File: src/rtl/l1_inst_cache_hitrate_monitor_if.sv
// ----------------------------------------------------------------------------
// l1_inst_cache_hitrate_monitor_if
//
// Purpose:
//   Groups the L1I hit-rate monitor's lookup inputs, control strobes, status
//   read port and alarm outputs into one bundle. Clock and reset stay outside
//   the interface as plain ports of the monitor.
//
// Signals:
//   iCACHE_VALID   lookup-valid strobe (same strobe that feeds the hit counter)
//   iINFO_COUNT    7-bit rolling hit count (0..100) from the hit counter
//   iCLEAR         one-cycle statistics clear
//   iIRQ_ACK       interrupt acknowledge
//   iRD_REQ        status read request
//   iRD_SEL        status read select
//   oRD_VALID      read data valid (one cycle after iRD_REQ)
//   oRD_DATA       read data, zero when oRD_VALID is low
//   oWINDOW_VALID  hit count window is full and meaningful
//   oLOW_HITRATE   low hit-rate alarm level
//   oIRQ           sticky interrupt
//
// Modports:
//   master  core / status-register side (drives inputs, observes outputs)
//   slave   the monitor itself
// ----------------------------------------------------------------------------
interface l1_inst_cache_hitrate_monitor_if;
    logic        iCACHE_VALID;
    logic [6:0]  iINFO_COUNT;
    logic        iCLEAR;
    logic        iIRQ_ACK;
    logic        iRD_REQ;
    logic [1:0]  iRD_SEL;
    logic        oRD_VALID;
    logic [31:0] oRD_DATA;
    logic        oWINDOW_VALID;
    logic        oLOW_HITRATE;
    logic        oIRQ;

    modport master (
        output iCACHE_VALID,
        output iINFO_COUNT,
        output iCLEAR,
        output iIRQ_ACK,
        output iRD_REQ,
        output iRD_SEL,
        input  oRD_VALID,
        input  oRD_DATA,
        input  oWINDOW_VALID,
        input  oLOW_HITRATE,
        input  oIRQ
    );

    modport slave (
        input  iCACHE_VALID,
        input  iINFO_COUNT,
        input  iCLEAR,
        input  iIRQ_ACK,
        input  iRD_REQ,
        input  iRD_SEL,
        output oRD_VALID,
        output oRD_DATA,
        output oWINDOW_VALID,
        output oLOW_HITRATE,
        output oIRQ
    );
endinterface

File: src/rtl/l1_inst_cache_hitrate_monitor.sv
// ----------------------------------------------------------------------------
// l1_inst_cache_hitrate_monitor
//
// Purpose:
//   Watches the rolling L1 instruction-cache hit count (hits in the last 100
//   valid lookups). After the window has filled, the count is sampled once
//   every SAMPLE_PERIOD valid lookups and last/min/max/sample-count
//   statistics are kept. A low hit-rate alarm with hysteresis (set below
//   LOW_TH, cleared at or above HIGH_TH) drives a sticky interrupt. The
//   statistics are readable through a one-cycle-latency read port.
//
// Parameters:
//   SAMPLE_PERIOD  valid lookups between samples (1..65535)
//   LOW_TH         alarm sets when a sample is below this value
//   HIGH_TH        alarm clears when a sample is at or above this value
//
// Ports:
//   iCLOCK   clock
//   iRESET   asynchronous active-high reset
//   bus      slave side of l1_inst_cache_hitrate_monitor_if
//
// Read map (oRD_DATA):
//   sel 0  {25'b0, last}
//   sel 1  {25'b0, min}
//   sel 2  {25'b0, max}
//   sel 3  {oIRQ, oLOW_HITRATE, oWINDOW_VALID, 13'b0, nsamp}
// ----------------------------------------------------------------------------
module l1_inst_cache_hitrate_monitor #(
    parameter int unsigned SAMPLE_PERIOD = 100,
    parameter int unsigned LOW_TH        = 70,
    parameter int unsigned HIGH_TH       = 85
) (
    input  logic                          iCLOCK,
    input  logic                          iRESET,
    l1_inst_cache_hitrate_monitor_if.slave bus
);

    localparam logic [15:0] PERIOD_LAST = 16'(SAMPLE_PERIOD - 1);
    localparam logic [6:0]  LOW_C       = 7'(LOW_TH);
    localparam logic [6:0]  HIGH_C      = 7'(HIGH_TH);
    localparam logic [6:0]  FILL_LAST   = 7'd99;
    localparam logic [6:0]  MIN_INIT    = 7'h7F;

    typedef enum logic [1:0] {
        ST_WARMUP  = 2'd0,
        ST_SETTLE  = 2'd1,
        ST_MONITOR = 2'd2
    } state_t;

    state_t      state_q;
    state_t      state_d;
    logic [6:0]  fill_cnt_q;
    logic [1:0]  settle_cnt_q;
    logic [15:0] period_cnt_q;
    logic        period_wrap;
    logic        tick;
    logic [2:0]  pipe_q;
    logic        emerge;
    logic [6:0]  sample;

    logic [6:0]  last_q;
    logic [6:0]  min_q;
    logic [6:0]  max_q;
    logic [15:0] nsamp_q;
    logic        alarm_q;
    logic        alarm_d;
    logic        irq_q;
    logic        irq_set;
    logic        window_valid;

    logic        rd_valid_q;
    logic [31:0] rd_data_q;
    logic [31:0] rd_mux;

    // ------------------------------------------------------------------
    // Window fill / settle FSM
    // ------------------------------------------------------------------
    always_ff @(posedge iCLOCK or posedge iRESET) begin
        if (iRESET) begin
            state_q <= ST_WARMUP;
        end else begin
            state_q <= state_d;
        end
    end

    // SETTLE is occupied for two cycles so that MONITOR begins exactly three
    // cycles after the 100th valid, matching the hit counter's output lag.
    always_comb begin
        state_d = state_q;
        unique case (state_q)
            ST_WARMUP: begin
                if (bus.iCACHE_VALID && (fill_cnt_q == FILL_LAST)) begin
                    state_d = ST_SETTLE;
                end
            end
            ST_SETTLE: begin
                if (settle_cnt_q == 2'd1) begin
                    state_d = ST_MONITOR;
                end
            end
            ST_MONITOR: begin
                state_d = ST_MONITOR;
            end
            default: begin
                state_d = ST_WARMUP;
            end
        endcase
    end

    always_ff @(posedge iCLOCK or posedge iRESET) begin
        if (iRESET) begin
            fill_cnt_q   <= '0;
            settle_cnt_q <= '0;
        end else begin
            if ((state_q == ST_WARMUP) && bus.iCACHE_VALID) begin
                fill_cnt_q <= fill_cnt_q + 7'd1;
            end
            if (state_q == ST_SETTLE) begin
                settle_cnt_q <= settle_cnt_q + 2'd1;
            end else begin
                settle_cnt_q <= '0;
            end
        end
    end

    assign window_valid = (state_q == ST_MONITOR);

    // ------------------------------------------------------------------
    // Sample period counter and tick delay pipe
    // ------------------------------------------------------------------
    // The period counter already runs during SETTLE so that the first
    // period is measured from the end of the fill, but ticks only count
    // once the window is valid.
    assign period_wrap = bus.iCACHE_VALID && (period_cnt_q == PERIOD_LAST);
    assign tick        = window_valid && period_wrap;

    always_ff @(posedge iCLOCK or posedge iRESET) begin
        if (iRESET) begin
            period_cnt_q <= '0;
        end else if ((state_q != ST_WARMUP) && bus.iCACHE_VALID) begin
            if (period_wrap) begin
                period_cnt_q <= '0;
            end else begin
                period_cnt_q <= period_cnt_q + 16'd1;
            end
        end
    end

    // The pipe matches the hit counter's three-cycle lag: the count seen when
    // a tick leaves the pipe covers the lookup that produced the tick.
    assign emerge = pipe_q[2];
    assign sample = bus.iINFO_COUNT;

    // ------------------------------------------------------------------
    // Statistics and alarm
    // ------------------------------------------------------------------
    always_comb begin
        alarm_d = alarm_q;
        if (sample < LOW_C) begin
            alarm_d = 1'b1;
        end else if (sample >= HIGH_C) begin
            alarm_d = 1'b0;
        end
    end

    assign irq_set = emerge && !bus.iCLEAR && !alarm_q && alarm_d;

    always_ff @(posedge iCLOCK or posedge iRESET) begin
        if (iRESET) begin
            pipe_q  <= '0;
            last_q  <= '0;
            min_q   <= MIN_INIT;
            max_q   <= '0;
            nsamp_q <= '0;
            alarm_q <= 1'b0;
        end else if (bus.iCLEAR) begin
            // Clear wins over a tick leaving the pipe in the same cycle.
            pipe_q  <= '0;
            last_q  <= '0;
            min_q   <= MIN_INIT;
            max_q   <= '0;
            nsamp_q <= '0;
            alarm_q <= 1'b0;
        end else begin
            pipe_q <= {pipe_q[1:0], tick};
            if (emerge) begin
                last_q <= sample;
                if (sample < min_q) begin
                    min_q <= sample;
                end
                if (sample > max_q) begin
                    max_q <= sample;
                end
                if (nsamp_q != '1) begin
                    nsamp_q <= nsamp_q + 16'd1;
                end
                alarm_q <= alarm_d;
            end
        end
    end

    // A new alarm edge beats an acknowledge arriving in the same cycle.
    always_ff @(posedge iCLOCK or posedge iRESET) begin
        if (iRESET) begin
            irq_q <= 1'b0;
        end else if (irq_set) begin
            irq_q <= 1'b1;
        end else if (bus.iIRQ_ACK) begin
            irq_q <= 1'b0;
        end
    end

    // ------------------------------------------------------------------
    // Status read port
    // ------------------------------------------------------------------
    always_comb begin
        rd_mux = '0;
        unique case (bus.iRD_SEL)
            2'd0:    rd_mux = {25'b0, last_q};
            2'd1:    rd_mux = {25'b0, min_q};
            2'd2:    rd_mux = {25'b0, max_q};
            2'd3:    rd_mux = {irq_q, alarm_q, window_valid, 13'b0, nsamp_q};
            default: rd_mux = '0;
        endcase
    end

    always_ff @(posedge iCLOCK or posedge iRESET) begin
        if (iRESET) begin
            rd_valid_q <= 1'b0;
            rd_data_q  <= '0;
        end else begin
            rd_valid_q <= bus.iRD_REQ;
            rd_data_q  <= bus.iRD_REQ ? rd_mux : '0;
        end
    end

    assign bus.oRD_VALID     = rd_valid_q;
    assign bus.oRD_DATA      = rd_data_q;
    assign bus.oWINDOW_VALID = window_valid;
    assign bus.oLOW_HITRATE  = alarm_q;
    assign bus.oIRQ          = irq_q;

endmodule

File: src/flat_wrapper.sv
// flat-port wrapper written by rule: the top's interface ports become plain ports
module l1_inst_cache_hitrate_monitor_flat 
#(
    parameter int unsigned SAMPLE_PERIOD = 100,
    parameter int unsigned LOW_TH        = 70,
    parameter int unsigned HIGH_TH       = 85
)
  (iCLOCK, iRESET, bus_iCACHE_VALID, bus_iINFO_COUNT, bus_iCLEAR, bus_iIRQ_ACK, bus_iRD_REQ, bus_iRD_SEL, bus_oRD_VALID, bus_oRD_DATA, bus_oWINDOW_VALID, bus_oLOW_HITRATE, bus_oIRQ);
  l1_inst_cache_hitrate_monitor_if bus_i ();
  input  logic iCLOCK;
  input  logic iRESET;
  input wire logic [$bits(bus_i.iCACHE_VALID)-1:0] bus_iCACHE_VALID;
  input wire logic [$bits(bus_i.iINFO_COUNT)-1:0] bus_iINFO_COUNT;
  input wire logic [$bits(bus_i.iCLEAR)-1:0] bus_iCLEAR;
  input wire logic [$bits(bus_i.iIRQ_ACK)-1:0] bus_iIRQ_ACK;
  input wire logic [$bits(bus_i.iRD_REQ)-1:0] bus_iRD_REQ;
  input wire logic [$bits(bus_i.iRD_SEL)-1:0] bus_iRD_SEL;
  output wire logic [$bits(bus_i.oRD_VALID)-1:0] bus_oRD_VALID;
  output wire logic [$bits(bus_i.oRD_DATA)-1:0] bus_oRD_DATA;
  output wire logic [$bits(bus_i.oWINDOW_VALID)-1:0] bus_oWINDOW_VALID;
  output wire logic [$bits(bus_i.oLOW_HITRATE)-1:0] bus_oLOW_HITRATE;
  output wire logic [$bits(bus_i.oIRQ)-1:0] bus_oIRQ;
  assign bus_i.iCACHE_VALID = bus_iCACHE_VALID;
  assign bus_i.iINFO_COUNT = bus_iINFO_COUNT;
  assign bus_i.iCLEAR = bus_iCLEAR;
  assign bus_i.iIRQ_ACK = bus_iIRQ_ACK;
  assign bus_i.iRD_REQ = bus_iRD_REQ;
  assign bus_i.iRD_SEL = bus_iRD_SEL;
  assign bus_oRD_VALID = bus_i.oRD_VALID;
  assign bus_oRD_DATA = bus_i.oRD_DATA;
  assign bus_oWINDOW_VALID = bus_i.oWINDOW_VALID;
  assign bus_oLOW_HITRATE = bus_i.oLOW_HITRATE;
  assign bus_oIRQ = bus_i.oIRQ;
  l1_inst_cache_hitrate_monitor #(.SAMPLE_PERIOD(SAMPLE_PERIOD), .LOW_TH(LOW_TH), .HIGH_TH(HIGH_TH)) u_core (.iCLOCK(iCLOCK), .iRESET(iRESET), .bus(bus_i));
endmodule
File: config.mk
export PLATFORM = sky130hd
export DESIGN_NAME = l1_inst_cache_hitrate_monitor_flat
export DESIGN_NICKNAME = d
export VERILOG_FILES = /design/src/rtl/l1_inst_cache_hitrate_monitor_if.sv /design/src/rtl/l1_inst_cache_hitrate_monitor.sv /design/src/flat_wrapper.sv
export SDC_FILE = /design/constraint.sdc
export NUM_CORES = 1
export LEC_CHECK = 0
export CORE_MARGIN = 3
export CORE_UTILIZATION = 59
export CTS_BUF_LIST = sky130_fd_sc_hd__clkbuf_16
export DETAILED_ROUTE_END_ITERATION = 10
export PLACE_DENSITY = 0.83
export RECOVER_POWER = 25
export SKIP_CTS_REPAIR_TIMING = 1
export SYNTH_ARGS = -nofsm -noshare
export SYNTH_HDL_FRONTEND = slang
export SYNTH_SLANG_ARGS = --single-unit
File: constraint.sdc
create_clock -name iCLOCK -period 5 [get_ports iCLOCK]
set_input_delay 0.75 -clock iCLOCK [delete_from_list [all_inputs] [get_ports iCLOCK]]
set_output_delay 0.75 -clock iCLOCK [all_outputs]
set_load 0.02 [all_outputs]
Word-level counts from Yosys, hierarchy flattened
Index checks and enable logic that the tools add are counted.
{"block": "op_classes", "addsub": 4, "magnitude_cmp": 4, "eq_ne": 11, "n_mux": 25, "reduce_logical": 22}
{"op": "$pmux 32 s4", "count": 1}
{"op": "$mux 16", "count": 4}
{"op": "$mux 7", "count": 8}
{"op": "$add 16x1->16 const B", "count": 2}
{"op": "$mux 32", "count": 1}
{"op": "$eq 16x7->1 const B", "count": 1}
{"op": "$ne 16x16->1 const B", "count": 1}
{"op": "$reduce_bool 2->1", "count": 6}
{"op": "$logic_and 1x1->1", "count": 8}
{"op": "$reduce_and 2->1", "count": 4}
{"op": "$add 7x1->7 const B", "count": 1}
{"op": "$eq 7x7->1 const B", "count": 1}
{"op": "$ge 7x7->1 const B", "count": 1}
{"op": "$gt 7x7->1", "count": 1}
{"op": "$lt 7x7->1", "count": 1}
{"op": "$lt 7x7->1 const B", "count": 1}
{"op": "$eq 2x1->1 const B", "count": 3}
{"op": "$eq 2x2->1 const B", "count": 3}
{"op": "$mux 1", "count": 6}
{"op": "$mux 2", "count": 3}
{"op": "$pmux 2 s3", "count": 1}
{"op": "$logic_not 2->1", "count": 2}
{"op": "$ne 2x1->1 const B", "count": 2}
{"op": "$mux 3", "count": 1}
{"op": "other kinds (2)", "count": 3}
{"block": "totals", "ff_bits": 102, "output_inout_bits": 36, "word_cells": 79}

Logic depth before layout (Yosys ltp)
Gate-level depths: netlist of run 1.
{"block": "depth", "word_depth": 5, "depth_mapped": 8, "mapped_depth_nobuf": 7}

Least setup slack after synthesis of run 1
Ideal clock, no wire load.
{"block": "synth_path", "path_kind": "input -> register", "start": "in bus_iINFO_COUNT[4]", "end": "reg u_core.max_q[0]", "t_arrival_ns": 1.980, "required_ns": 4.868, "path_slack_ns": 2.889, "path_stages": 7, "n_path_buf": 1, "path_cell_list": "ha_1 a211oi_1 nor2_1 o31a_1 clkbuf_1 mux2i_1 nor2_1"}
{"block": "synth_between", "elab_chain_cells": 3}
{"element": "start, declared", "line": "flat_wrapper.sv:13", "source": "input wire logic [$bits(bus_i.iINFO_COUNT)-1:0] bus_iINFO_COUNT;"}
{"element": "$gt 7x7->1", "line": "l1_inst_cache_hitrate_monitor.sv:191", "source": "if (sample > max_q) begin"}
{"element": "$reduce_bool 2->1 (no line)"}
{"element": "$reduce_and 2->1 (no line)"}
{"element": "end signal, assigned", "line": "l1_inst_cache_hitrate_monitor.sv:192", "source": "max_q <= sample;"}
{"element": "end, declared", "line": "l1_inst_cache_hitrate_monitor.sv:63", "source": "logic [6:0] max_q;"}
No other way between the ends.
A chain may end at the register's enable or synchronous reset.

==> flow_metrics.tcl, run 1 <==
set metrics [dict create \
    cpMaxStageDelayCell "clkinvlp_2" \
    cp_data_required_time_ps 5490 \
    cp_max_fo 63 \
    critPathTopFamily "buffers and inverters" \
    worst_setup_path_end_kind "async pin" \
    cts.clk_slew.worst_paths_ps 60 \
    areaGrowthSynthToFinish_pct 16.7 \
    holdPathEnd "u_core.settle_cnt_q[0]$_DFF_PP0_" \
    r2r-start "u_core.pipe_q[2]$_DFF_PP0_" \
    relSlewSlack -0.809 \
    rows 31 \
    critPathKind "primary input to async pin" \
    reg2reg_slack_ps 2830 \
    sw_frac_of_total 0.228 \
    start_util 0.612 \
    grt_max_degree 64 \
    grt_util_all_layers 0.231 \
    tightest_slew_ps 2700 \
    io_pins 51 \
    pwr_density_cell_nw_per_um2 319 \
    reg2reg_to "u_core.nsamp_q[12]$_DFFE_PP0P_" \
    routedWlPerCell_um 16.4 \
    drive_above_1_share 0.0971 \
    dp_hpwl_mm 6.06 \
    cts_buffers 9 \
    drc 0 \
    reg2reg_depth 5 \
    synth_edf_count 0 \
    synthCells 409 \
    fin_skew_ps 6.32 \
    grt_pass1_vias 3205 \
    die_width_um 93.0 \
    drt_wl_total_mm 9.06 \
    leakage_nw 2.44 \
    crit_buf_inv 3 \
    synthFlopType "dfrtp_1" \
    synth_seq_cells 89 \
    cp.arrival_ps 3390 \
    antenna_found_initial 0 \
    worstPathCellList "dlygate4sd3_1, clkinvlp_2, buf_4" \
    cts_root_buf "clkbuf_16" \
    die-area_um2 8640 \
    antenna_cells 0 \
    period_share 0.578 \
    rsz0062_at_grt "false" \
    fin_tns_setup_ps 0 \
    p_clk_frac 0.466 \
    ir_drop_v 0.000185 \
    viasPerCell 5.71 \
    final.fill_count 542 \
    hp-start "u_core.settle_cnt_q[0]$_DFF_PP0_" \
    grt_pass1_wl_mm 15.6 \
    cts.htree.levels 3 \
    synth-seq-area-share 0.501 \
    critPathMaxStageDelay_ps 1530 \
    cts_sinks 89 \
    ant_nets 0 \
    gr-total-overflow 0 \
    whs_path_depth 1 \
    first_pass_iters 4 \
    die_h_um 93.0 \
    vias 3150 \
    failed_checks "capacitance limit, slew limit" \
    cts_tree "done" \
    synth_cell_types 60 \
    pwr-share-comb 0.071 \
    clockBufferDepth 2 \
    synthesis.area_um2 4460 \
    finalSetupViolCount 0 \
    core_area_um2 7290 \
    switchingPower_mw 0.378 \
    syn_avg_cell_area_um2 10.9 \
    cap_violations 1 \
    internal_power_mw 1.28 \
    initialDrtViolationCount 196 \
    critPathLaunchType "primary input" \
    async_flop_share 1.00 \
    fmax_ghz 0.346 \
    final_max_slew_viol_count 64 \
    min_period_ps 2890 \
    yosys_warnings 0 \
    fin_nets 483 \
    pwr-share-seq 0.462 \
    io_buffers 37 \
    status "finished, violations left" \
    p_total_mw 1.66 \
    final_hold_viol_count 0 \
    clk_latency_ps 340 \
    hp-class "flip-flop to flip-flop" \
    gp_congestion 0.847 \
]
-- cell type report --
cell class                 instances  area, um^2  share of cell area
sequential                        89        2240               0.429
multi-input combinational        289        2040               0.392
timing repair buffer              39         385              0.0740
clock buffer                       9         225              0.0432
tap                               99         124              0.0238
clock inverter                     7         119              0.0228
inverter                          20        76.3              0.0147
-- layout by cell type (no fill, tap or decap), drive strengths merged, types with 13 or more instances in the layout --
| cell | instances |
|---|---|
| o21ai | 14 |
| conb | 13 |
| xor2 | 13 |
| and2 | 21 |
| inv | 21 |
| nor2 | 34 |
| dfrtp | 82 |
| nand2 | 33 |
| ha | 20 |
| mux2i | 14 |
| clkdlybuf4s50 | 33 |
-- through the flow --
stage	area, um^2	utilization	hold slack (ps)	instances	worst slack (ps)
global route	5210	0.714	473	552	1690
floorplan	4510	-	409	421	1950
finish	5210	0.714	452	552	2110
detailed placement	4860	0.667	441	536	2130
CTS	5210	0.714	461	552	2470
global placement	4860	0.667	422	536	2130
-- power by group through the flow --
stage / registers [mW] / logic, mW / clock network, mW
floorplan: 0.778 / 0.0845 / 0
global placement: 0.778 / 0.115 / 0
detailed placement: 0.779 / 0.119 / 0
CTS: 0.767 / 0.120 / 0.778
global route: 0.771 / 0.135 / 0.815
finish: 0.767 / 0.118 / 0.774
-- kinds of logic after synthesis --
| logic type | synth area share |
|---|---|
| and+or+nand+nor | 0.190 |
| DFF | 0.501 |
| AOI/OAI and AO/OA | 0.0819 |
| buffers and inverters | 0.0511 |
| xor gates and xnor gates | 0.0491 |
| muxes | 0.0701 |
| adders and majority gates | 0.0561 |
| other | 0.000841 |
-- worst max path at each step --
| stage | from | endpoint | cells past startpoint |
|---|---|---|---|
| finish | iRESET | u_core.bus.oRD_DATA[2]$_DFF_PP0_ | 3 |
| global route | iRESET | u_core.bus.oRD_DATA[2]$_DFF_PP0_ | 3 |
| CTS | bus_iINFO_COUNT[3] | u_core.max_q[2]$_DFFE_PP0P_ | 7 |
| detailed placement | bus_iINFO_COUNT[3] | u_core.max_q[0]$_DFFE_PP0P_ | 7 |
| global placement | bus_iINFO_COUNT[3] | u_core.max_q[5]$_DFFE_PP0P_ | 7 |
| floorplan | iRESET | u_core.bus.oIRQ$_DFFE_PP0P_ | 1 |
-- flip-flops by register name, summed over array words and instances, names as in the netlist --
signal and cells:
u_core.min_q 7, u_core.fill_cnt_q 7, u_core.bus.oRD_VALID 1, u_core.bus.oLOW_HITRATE 1, u_core.pipe_q 3, u_core.period_cnt_q 16
u_core.bus.oRD_DATA 19, u_core.bus.oIRQ 1, u_core.nsamp_q 16, u_core.settle_cnt_q 2, u_core.last_q 7, u_core.max_q 7
u_core.state_q 2
-- synth_stat cells (3+ instances only) --
cell	count	share of area
dfstp_2	7	0.041
inv_1	20	0.017
nor4b_1	3	0.0059
buf_4	13	0.022
a211oi_1	3	0.0050
a21oi_1	8	0.0090
dfrtp_1	82	0.46
and3_1	9	0.013
mux2i_1	14	0.031
nor2b_1	7	0.0098
a21o_1	4	0.0067
nand2_1	33	0.028
nand3_1	6	0.0067
a31oi_1	11	0.015
nand2b_1	3	0.0042
and2_1	21	0.029
nor3_1	7	0.0079
mux4_2	6	0.030
o21ai_0	14	0.016
nor2_1	34	0.029
nand4_1	8	0.011
xnor2_1	12	0.024
clkbuf_1	7	0.0059
xor2_1	13	0.026
and3_2	3	0.0050
ha_1	20	0.056
-- layer usage --
metal,share of wire,vias to the layer above,GRT usage
met4,0.033,0,0.0916
met3,0.059,26,0.0536
met1,0.43,1523,0.312
li1,-,1480,-
met2,0.47,121,0.364
met5,0,-,0
Power figures use the tool's default switching activity.
==> inputs of run 2 (changes only) <==
CORE_UTILIZATION = 51   (was 59)
PLACE_DENSITY = 0.76   (was 0.83)
clock period = 2.59 ns   (was 5 ns; I/O delays follow)
==> run 2 against run 1 <==
The run now ends clean. Wire length down 2.6%. Highest routed layer unchanged. Power up 87%. Sequential share of layout area decreased by 0.32 points. Core utilization fell by 8.5 points. Combinational power up 98%. Largest cell class unchanged. Register-to-register slack got worse by 2400 ps. Largest power group is now registers. Worst setup slack got worse by 1700 ps. Sequential power increased by 93%. First-iteration DRC count decreased by 13%.
==> flow_metrics.tcl, run 2 (synthesis results as in run 1) <==
set metrics [dict create \
    crit_buf_inv 1 \
    io_pins 51 \
    viasPerCell 5.57 \
    drive_above_1_share 0.111 \
    dp_hpwl_mm 6.10 \
    hp-start "u_core.settle_cnt_q[0]$_DFF_PP0_" \
    gp_congestion 0.895 \
    io_buffers 37 \
    whs_path_depth 1 \
    fin_skew_ps 4.68 \
    critPathLaunchType "flip-flop" \
    initialDrtViolationCount 170 \
    dpl_cell_area_um2 4950 \
    reg2reg_depth 7 \
    cap_violations 0 \
    vias 3152 \
    critPathKind "flip-flop to flip-flop" \
    relSlewSlack 0.171 \
    cp_data_required_time_ps 2810 \
    first_pass_iters 4 \
    cp.arrival_ps 2370 \
    cpMaxStageDelayCell "nor4b_1" \
    rsz0062_at_grt "false" \
    holdPathEnd "u_core.settle_cnt_q[0]$_DFF_PP0_" \
    antenna_found_initial 0 \
    grt_util_all_layers 0.190 \
    status "finished clean" \
    reg2reg_slack_ps 440 \
    hp-class "flip-flop to flip-flop" \
    final_cell_area_um2 5250 \
    grt_pass1_vias 3086 \
    cp_max_fo 6 \
    pwr_density_cell_nw_per_um2 592 \
    start_util 0.535 \
    cts.clk_slew.worst_paths_ps 60 \
    period_share 0.828 \
    leakage_nw 2.46 \
    drc 0 \
    cts.htree.levels 3 \
    critPathTopFamily "simple AND/OR/NAND/NOR gates" \
    fin_nets 491 \
    grt_max_degree 48 \
    rows 33 \
    critPathMaxStageDelay_ps 480 \
    cts_buffers 9 \
    final_common_cell "dfrtp_1" \
    clockBufferDepth 2 \
    r2r-start "u_core.state_q[0]$_DFFE_PP0P_" \
    finalSetupViolCount 0 \
    min_period_ps 2150 \
    fin_tns_setup_ps 0 \
    gr-total-overflow 0 \
    die-area_um2 9900 \
    final_max_slew_viol_count 0 \
    ant_nets 0 \
    fmax_ghz 0.466 \
    grt_pass1_wl_mm 15.0 \
    tightest_slew_ps 1240 \
    routedWlPerCell_um 15.6 \
    die_h_um 99.5 \
    core_area_um2 8340 \
    cts_tree "done" \
    ir_drop_v 0.000361 \
    whs_ps 457 \
    clk_latency_ps 340 \
    final_hold_viol_count 0 \
    reg2reg_to "u_core.period_cnt_q[14]$_DFFE_PP0P_" \
    mostFrequentLayoutCells "82 x dfrtp_1, 35 x clkdlybuf4s50_1, 34 x nor2_1" \
    drt_wl_total_mm 8.83 \
    worstPathCellList "inv_1, ha_1, nand2b_1, nor3_1, nor4b_1, nand2_1, xnor2_1" \
    areaGrowthSynthToFinish_pct 17.6 \
    antenna_cells 0 \
    worst_setup_path_end_kind "flip-flop" \
    cts_root_buf "clkbuf_16" \
    largest_reg_flops 19 \
    cts_sinks 89 \
    die_width_um 99.5 \
]
==> run 2: worst max-delay path by stage <==
stage                                        from                                  end  slack (ps)  cells after the start
floorplan           u_core.state_q[0]$_DFFE_PP0P_  u_core.period_cnt_q[15]$_DFFE_PP0P_         730                      7
global placement               bus_iINFO_COUNT[2]          u_core.max_q[0]$_DFFE_PP0P_         240                      7
detailed placement             bus_iINFO_COUNT[2]          u_core.min_q[2]$_DFFE_PP1P_         150                      8
CTS                 u_core.state_q[0]$_DFFE_PP0P_  u_core.period_cnt_q[14]$_DFFE_PP0P_         470                      7
global route        u_core.state_q[0]$_DFFE_PP0P_  u_core.period_cnt_q[14]$_DFFE_PP0P_         210                      7
finish              u_core.state_q[0]$_DFFE_PP0P_  u_core.period_cnt_q[14]$_DFFE_PP0P_         440                      7
==> run 2: power breakdown <==
group,switching [mW],internal (mW)
Clock,0.541,0.845
Combinational,0.135,0.0985
Sequential,0.0482,1.44
Total,0.725,2.38
==> run 2: final cells by class <==
cell class | instances | area [um^2]
Inverter | 20 | 76.3
Fill cell | 679 | 3090
Clock buffer | 9 | 225
Timing Repair Buffer | 47 | 442
Multi-Input combinational cell | 289 | 2040
Sequential cell | 89 | 2240
Tap cell | 105 | 131
Clock inverter | 7 | 93.8
==> run 2: per-stage QoR <==
stage / setup WS, ps / util / power, mW / instances
finish: 444 / 0.629 / 3.10 / 566
global route: 205 / 0.629 / 3.21 / 566
CTS: 470 / 0.631 / 3.13 / 566
detailed placement: 151 / 0.593 / 1.74 / 550
global placement: 245 / 0.593 / 1.74 / 550
floorplan: 728 / - / 1.67 / 421
==> run 2: routing by layer <==
metal / GRT usage / wire length [um]
met5: 0 / 0
met4: 0.0693 / 160
met3: 0.0379 / 583
met2: 0.303 / 4210
met1: 0.258 / 3880
